File: src/rtl/controlador_teclado_pkg.sv
// Shared definitions for the keypad controller: per-channel FSM encoding and
// default parameter values.
package controlador_teclado_pkg;

  localparam int unsigned DEF_N_BOTOES  = 4;
  localparam int unsigned DEF_DEB_W     = 8;
  localparam int unsigned DEF_LONG_W    = 16;
  localparam bit          DEF_REPEAT_EN = 1'b1;

  typedef logic [1:0] canal_estado_t;

  localparam canal_estado_t ST_SOLTO      = 2'd0;
  localparam canal_estado_t ST_CONF_PRESS = 2'd1;
  localparam canal_estado_t ST_PRESS      = 2'd2;
  localparam canal_estado_t ST_CONF_SOLTO = 2'd3;

endpackage

File: src/rtl/controlador_canal.sv
// One button channel: 2-flop synchroniser, debounce FSM, and registered
// press / long-press / release pulses.
module controlador_canal
  import controlador_teclado_pkg::*;
#(
  parameter int unsigned DEB_W     = DEF_DEB_W,
  parameter int unsigned LONG_W    = DEF_LONG_W,
  parameter bit          REPEAT_EN = DEF_REPEAT_EN
) (
  input  logic clk,
  input  logic rst_n,
  input  logic b_i,
  output logic press_o,
  output logic long_o,
  output logic release_o,
  output logic estado_o
);

  localparam logic [DEB_W-1:0]  MAX_DEB  = '1;
  localparam logic [LONG_W-1:0] MAX_HOLD = '1;

  logic [1:0]        sync_q;
  canal_estado_t     state_q, state_d;
  logic [DEB_W-1:0]  deb_q, deb_d;
  logic [LONG_W-1:0] hold_q, hold_d;
  logic              done_q, done_d;
  logic              press_q, press_d;
  logic              long_q, long_d;
  logic              release_q, release_d;
  logic              smp;

  assign smp = sync_q[1];

  // NOTE: every always_comb output gets a default first, so no path can infer a latch.
  always_comb begin
    state_d   = state_q;
    deb_d     = deb_q;
    hold_d    = hold_q;
    done_d    = done_q;
    press_d   = 1'b0;
    long_d    = 1'b0;
    release_d = 1'b0;
    case (state_q)
      ST_SOLTO: begin
        if (!smp) begin
          state_d = ST_CONF_PRESS;
          deb_d   = '0;
        end
      end
      ST_CONF_PRESS: begin
        if (smp) begin
          state_d = ST_SOLTO;
          deb_d   = '0;
        end else if (deb_q == MAX_DEB) begin
          state_d = ST_PRESS;
          hold_d  = '0;
          done_d  = 1'b0;
          press_d = 1'b1;
        end else begin
          deb_d = deb_q + 1'b1;
        end
      end
      ST_PRESS: begin
        if (smp) begin
          // The exit cycle still counts as PRESS time, but a pending period
          // end waits for the return to PRESS rather than pulsing in CONF_SOLTO.
          state_d = ST_CONF_SOLTO;
          deb_d   = '0;
          if (hold_q != MAX_HOLD) hold_d = hold_q + 1'b1;
        end else if (hold_q == MAX_HOLD) begin
          long_d = !done_q;
          if (REPEAT_EN) hold_d = '0;
          else           done_d = 1'b1;
        end else begin
          hold_d = hold_q + 1'b1;
        end
      end
      ST_CONF_SOLTO: begin
        if (!smp) begin
          state_d = ST_PRESS;
        end else if (deb_q == MAX_DEB) begin
          state_d   = ST_SOLTO;
          release_d = 1'b1;
        end else begin
          deb_d = deb_q + 1'b1;
        end
      end
      default: state_d = ST_SOLTO;
    endcase
  end

  // NOTE: sequential state uses non-blocking assignments so every flop samples pre-edge values.
  always_ff @(posedge clk) begin
    if (!rst_n) begin
      sync_q    <= 2'b11;
      state_q   <= ST_SOLTO;
      deb_q     <= '0;
      hold_q    <= '0;
      done_q    <= 1'b0;
      press_q   <= 1'b0;
      long_q    <= 1'b0;
      release_q <= 1'b0;
    end else begin
      sync_q    <= {sync_q[0], b_i};
      state_q   <= state_d;
      deb_q     <= deb_d;
      hold_q    <= hold_d;
      done_q    <= done_d;
      press_q   <= press_d;
      long_q    <= long_d;
      release_q <= release_d;
    end
  end

  assign press_o   = press_q;
  assign long_o    = long_q;
  assign release_o = release_q;
  assign estado_o  = (state_q == ST_PRESS) || (state_q == ST_CONF_SOLTO);

endmodule

File: src/rtl/controlador_teclado.sv
// Keypad controller top: N_BOTOES independent debounced channels with
// press, long-press and release pulses.
module controlador_teclado
  import controlador_teclado_pkg::*;
#(
  parameter int unsigned N_BOTOES  = DEF_N_BOTOES,
  parameter int unsigned DEB_W     = DEF_DEB_W,
  parameter int unsigned LONG_W    = DEF_LONG_W,
  parameter bit          REPEAT_EN = DEF_REPEAT_EN
) (
  input  logic                clk,
  input  logic                rst_n,
  input  logic [N_BOTOES-1:0] b_in,
  output logic [N_BOTOES-1:0] press_out,
  output logic [N_BOTOES-1:0] long_out,
  output logic [N_BOTOES-1:0] release_out,
  output logic [N_BOTOES-1:0] estado
);

  for (genvar g = 0; g < N_BOTOES; g++) begin : g_canal
    controlador_canal #(
      .DEB_W    (DEB_W),
      .LONG_W   (LONG_W),
      .REPEAT_EN(REPEAT_EN)
    ) u_canal (
      .clk      (clk),
      .rst_n    (rst_n),
      .b_i      (b_in[g]),
      .press_o  (press_out[g]),
      .long_o   (long_out[g]),
      .release_o(release_out[g]),
      .estado_o (estado[g])
    );
  end

endmodule

File: config.mk
export PLATFORM = sky130hd
export DESIGN_NAME = controlador_teclado
export DESIGN_NICKNAME = d
export VERILOG_FILES = /design/src/rtl/controlador_teclado_pkg.sv /design/src/rtl/controlador_canal.sv /design/src/rtl/controlador_teclado.sv
export SDC_FILE = /design/constraint.sdc
export NUM_CORES = 1
export LEC_CHECK = 0
export ABC_AREA = 1
export ABC_CLOCK_PERIOD_IN_PS = 2600
export BUFFER_PORTS_ARGS = -buffer_cell sky130_fd_sc_hd__buf_2
export CAP_MARGIN = 15
export CELL_PAD_IN_SITES_DETAIL_PLACEMENT = 1
export CELL_PAD_IN_SITES_GLOBAL_PLACEMENT = 1
export CORE_AREA = 2 2 123 125
export CTS_CLUSTER_DIAMETER = 150
export DETAILED_ROUTE_END_ITERATION = 10
export DIE_AREA = 0 0 125 127
export GPL_TIMING_DRIVEN = 1
export HOLD_SLACK_MARGIN = 0.06
export MAX_ROUTING_LAYER = met4
export PLACE_DENSITY = 0.8
export REMOVE_ABC_BUFFERS = 1
export SLEW_MARGIN = 30
export SYNTH_ARGS = -nofsm -noshare
export SYNTH_HDL_FRONTEND = slang
export SYNTH_SLANG_ARGS = --single-unit
export TNS_END_PERCENT = 1
File: constraint.sdc
create_clock -name clk -period 2.6 [get_ports clk]
set_input_delay 0.52 -clock clk [delete_from_list [all_inputs] [get_ports clk]]
set_output_delay 0.52 -clock clk [all_outputs]
set_load 0.01 [all_outputs]
Word-level counts from Yosys, hierarchy flattened. Cells that the tools add are included.

Bits in registers: 124. Bits of input ports: 6.

$add $sub $neg: 8. Equality and inequality tests: 56. Muxes and demuxes: 80. Bitwise gates (word level): 13. Reductions and logical operators: 36.

Operators by type and width (number): 16-bit 2-to-1 mux (20); 8-bit 2-to-1 mux (20); 16-bit one-hot mux with 2 select lines (4); 8-bit one-hot mux with 4 select lines (4); 16-bit by 1-bit adder with 16-bit output (second input constant) (4); 16-bit == test (second input constant) (4); 16-bit != test (second input constant) (4); 2-bit 2-to-1 mux (24); 8-bit by 1-bit adder with 8-bit output (second input constant) (4); 8-bit == test (second input constant) (4); 2-bit one-hot mux with 4 select lines (4); 4-bit AND reduction (8); 2-bit by 1-bit != test with 1-bit output (second input constant) (12); 3-bit != test (second input constant) (8); 3-bit AND reduction (8); 2-bit == test (second input constant) (8); 2-bit != test (second input constant) (8); 4-bit OR reduction (4); 1-bit NOT (13); 3-bit by 1-bit != test with 1-bit output (second input constant) (4); 3-bit OR reduction (4); 2-bit by 1-bit == test with 1-bit output (second input constant) (4); 2-bit zero test (4); 2-bit nonzero test (4); 2 further kinds (8).

Logic depth before layout (Yosys ltp).
Word-level depth: 4. Depth in mapped cells: 13.

By module. A second synthesis with hierarchy kept.

Cells, all modules: 1015. Area total of the unflattened synthesis: 6780.3 um2.

By module, submodules not included: controlador_canal (g_canal[0].u_canal ...) (instances 3, cells each 255, area each 1689.1 um2, sequential area each 620.6 um2); controlador_canal (g_canal[3].u_canal) (instances 1, cells each 250, area each 1712.9 um2, sequential area each 620.6 um2).

Worst setup path before layout. Ideal clock, no wire load.

Path type: register to register. Start point: register g_canal[3].u_canal.state_q[0]. End point: register g_canal[3].u_canal.deb_q[5]. Library setup time: 0.117 ns. Arrival time: 1.593 ns. Data required time: 2.483 ns. Slack: 0.890 ns. Stages on the path, launching flop included: 11. Path buffers: 0. Clock period less this slack: 1.710 ns. Cells stage by stage: dfxtp_1 inv_1 ha_1 inv_1 a21oi_1 a21oi_1 nand2_1 nor2_1 nand2_1 o21ai_0 nor2_1.

Word-level cells in the longest chain between the ends: 3.

Ends and longest elaborated chain: start, declared (RTL line controlador_canal.sv:23) `canal_estado_t state_q, state_d;`; start signal, assigned (RTL line controlador_canal.sv:105) `state_q <= state_d;`; 2-bit == test or 2-bit zero test (tied branches) (RTL line controlador_canal.sv:43) `case (state_q)`; 2-bit by 1-bit != test with 1-bit output (no source line) or 2-bit != test (tied branches); 3-bit AND reduction (no source line); end signal, assigned (RTL line controlador_canal.sv:97) `deb_q <= '0;`; end signal, assigned (RTL line controlador_canal.sv:106) `deb_q <= deb_d;`; end, declared (RTL line controlador_canal.sv:24) `logic [DEB_W-1:0] deb_q, deb_d;`.

Parallel ways exist; a longest one is shown, timed or not. A chain may end at the register's enable or synchronous reset.

Worst setup path in the final report.
Start point: register g_canal[2].u_canal.state_q[0]. End point: output port estado[2].

Word-level cells in the longest chain between the ends: 2.

Ends and longest elaborated chain: start, declared (RTL line controlador_canal.sv:23); start signal, assigned (RTL line controlador_canal.sv:105); 2-bit == test (RTL line controlador_canal.sv:118) `assign estado_o = (state_q == ST_PRESS) || (state_q == ST_CONF_SOLTO);`; 1-bit logical OR * (RTL line controlador_canal.sv:118); end, declared (RTL line controlador_teclado.sv:17) `output logic [N_BOTOES-1:0] estado`.

Every way passes the cells marked *; elsewhere a longest branch is shown, timed or not.

==> results.json <==
{
  "status": "finished, final reports clean",
  "grt_pass1_vias": 6571,
  "io_buffer_count": 21,
  "drv_cap": 0,
  "antenna_found_initial": 0,
  "vias": 6462,
  "cp-startpoint": "g_canal[2].u_canal.state_q[0]",
  "grt-ovfl-total": 0,
  "min_path_cells": 2,
  "finalNetCount": 1086,
  "yosysTopAreaCell": "dfxtp_1",
  "hold_slack_ps": 278,
  "stdcell_area_sq_mm": 0.00778,
  "hpwl_mm": 12.1,
  "required_ps": 2080,
  "reg2reg_depth": 10,
  "fmax_mhz": 454,
  "synth-async-reset-ratio_pct": 0,
  "crit_cells": 5,
  "rows": 44,
  "yosysSeqAreaShare_pct": 35.6,
  "hold_path_class": "in -> reg",
  "avgSynthCellArea_sq_um": 6.67,
  "ioPinCount": 22,
  "fillerInstances": 1941,
  "path_buf_inv": 3,
  "clockRootBuffer": "clkbuf_16",
  "cts.sinks": 124,
  "cts_inserted_buffers": 17,
  "synth_cell_types": 42,
  "gp_congestion": 0.807,
  "dp_worst_setup_slack_ps": 556,
  "powerDensity_mw_per_mm2": 783,
  "period_needed_ps": 2200,
  "ir_worst_vdd_mv": 0.622,
  "crit_chain": "inv_1 > ha_1 > inv_1 > nand2_1 > buf_2",
  "synth_flop_cell": "dfxtp_1",
  "criticalPathCategory": "reg -> out",
  "slowest_delay_ps": 390,
  "grt_max_degree": 43,
  "cp_slowest_cell": "dfxtp_1",
  "cp-endpoint": "estado[2]",
  "min_period_over_period_pct": 84.6,
  "clk_pin_slew_ps": 60,
  "cts_resized": 0,
  "fp.dieH_um": 127,
  "cpLargestDelayFamily": "buffers and inverters",
  "tightestPinTransition_ps": 510,
  "track_usage_pct": 24.0,
  "die_w_um": 125,
  "relSlewSlack_pct": 66.0,
  "cts_tree": "built",
  "hold_violations": 0,
  "drive_above_1_share_pct": 10.3,
  "crit_path_start_kind": "register",
  "initial_core_util_pct": 48.3,
  "dpl_cell_area_sq_mm": 0.00712,
  "synth_area_leaders": "dfxtp_1, nand2_1, nor2_1, inv_1, a21oi_1",
  "power.total_mw": 6.09,
  "rrSetupSlack_ps": 450,
  "reg2reg_to": "g_canal[3].u_canal.deb_q[5]",
  "r2r_start": "g_canal[3].u_canal.state_q[0]",
  "synthTopCellsByCount": "nand2_1, nor2_1, inv_1, dfxtp_1, a21oi_1",
  "ant_nets": 0,
  "clock_latency_ps": 420,
  "synth_edf_count": 0,
  "drv_slew": 0,
  "drtPass1Iterations": 4,
  "drt_iter0_drc": 257,
  "via_per_inst": 5.16,
  "holdBufCountCts": 0,
  "synth.top_cell.area_share_pct": 35.6,
  "leakage_nw": 3.00,
  "path_max_fanout": 6,
  "path_common_cell": "inv_1",
  "fp.dieArea_sq_mm": 0.0159,
  "rsz0062_at_grt": "false",
  "synth_area_sq_mm": 0.00697,
  "cp_data_arrival_time_ps": 1680,
  "syn2layout_area_growth_pct": 11.6,
  "endpoint_kind": "output port",
  "grt_pass1_wl_mm": 30.7,
  "netlist_instances": 1045,
  "antennaDiodeCount": 0,
  "drc": 0,
  "wl_per_cell_um": 14.0,
  "synth.most_common_cell": "nand2_1",
  "setup_viol": 0,
  "yosys_warnings": 0,
  "cts_max_level": 4,
  "postCtsSetupBuffers": 0,
  "core_area_sq_mm": 0.0144,
  "setup_slack_ps": 399,
  "cts_buffer_depth": 2,
  "synth-seq-cells": 124,
  "drt_wl_total_mm": 17.6,
  "finClkSkew_ps": 9.03,
  "fin_setup_tns_ps": 0
}
cell type report:
type / instances / area (sq um) / area share [%]
clock buffer: 21 / 470 / 6.05
clock inverter: 11 / 189 / 2.43
inverter: 137 / 517 / 6.64
multi-input combinational: 750 / 3740 / 48.0
sequential: 124 / 2480 / 31.9
tap: 184 / 230 / 2.96
timing repair buffer: 26 / 155 / 1.99
where the power goes:
group	switching [mW]	leakage [nW]	total (mW)	internal, mW
clock network	0.869	0.319	2.64	1.77
logic	0.955	1.68	1.38	0.426
registers	0.0865	1.00	2.07	1.99
through the flow:
step	util (%)	cells
detailed placement	49.4	1221
global placement	49.4	1221
floorplan	-	1011
finish	53.9	1253
global route	53.9	1253
CTS	53.9	1253
layer usage:
metal	wire (um)	share of wire, %	up-vias	track usage (%)
met5	0	0	-	-
met4	264	1.5	0	7.65
met3	409	2.3	23	4.52
met2	8390	48	68	39.8
met1	8520	48	3034	29.8
li1	-	-	3337	-
worst min-delay path by stage:
stage,slack [ps],to,startpoint
after floorplan,390,g_canal[0].u_canal.sync_q[1],g_canal[0].u_canal.sync_q[0]
after global placement,400,g_canal[1].u_canal.sync_q[1],g_canal[1].u_canal.sync_q[0]
after detailed placement,410,g_canal[1].u_canal.sync_q[1],g_canal[1].u_canal.sync_q[0]
after CTS,260,g_canal[1].u_canal.sync_q[0],b_in[1]
after global routing,270,g_canal[1].u_canal.sync_q[0],b_in[1]
final,280,g_canal[1].u_canal.sync_q[0],b_in[1]
cells in the final DEF, fill, tap and decap left out, drive strengths merged, types with 10 or more instances in the layout:
master  count
nand2     259
a21oi      75
inv       136
clkbuf     21
xor2       18
ha         24
nor3       19
nand4      10
buf        26
nor2      170
dfxtp     124
nand3      60
o21ai      67
sequential cells by signal (all words and copies together), names as in the netlist, named ones only:
signal                     cells
g_canal.u_canal.press_o        4
g_canal.u_canal.hold_q        64
g_canal.u_canal.state_q        4
g_canal.u_canal.long_o         4
g_canal.u_canal.deb_q         32
g_canal.u_canal.release_o      4
g_canal.u_canal.sync_q         8
worst reg2reg max path: stages, from the launching register on:
cell	delay [ps]
dfxtp_1	430
inv_1	110
ha_1	260
inv_1	230
a21oi_1	110
a21oi_1	240
nand2_1	200
nor2_1	170
nand2_1	80
o21ai_0	150
nor2_1	60
logic make-up (layout without fill, tap and decap cells):
family | Yosys count | count (layout) | synth area share [%]
flip-flops | 124 | 124 | 35.6
AND/OR/NAND/NOR | 542 | 542 | 33.3
XOR/XNOR | 20 | 20 | 2.51
buffers and inverters | 171 | 195 | 10.8
adder cells (fa/ha/maj) | 24 | 24 | 4.31
AO/OA/AOI/OAI | 164 | 164 | 13.5
Note: power is estimated with default switching activity, not from simulation.
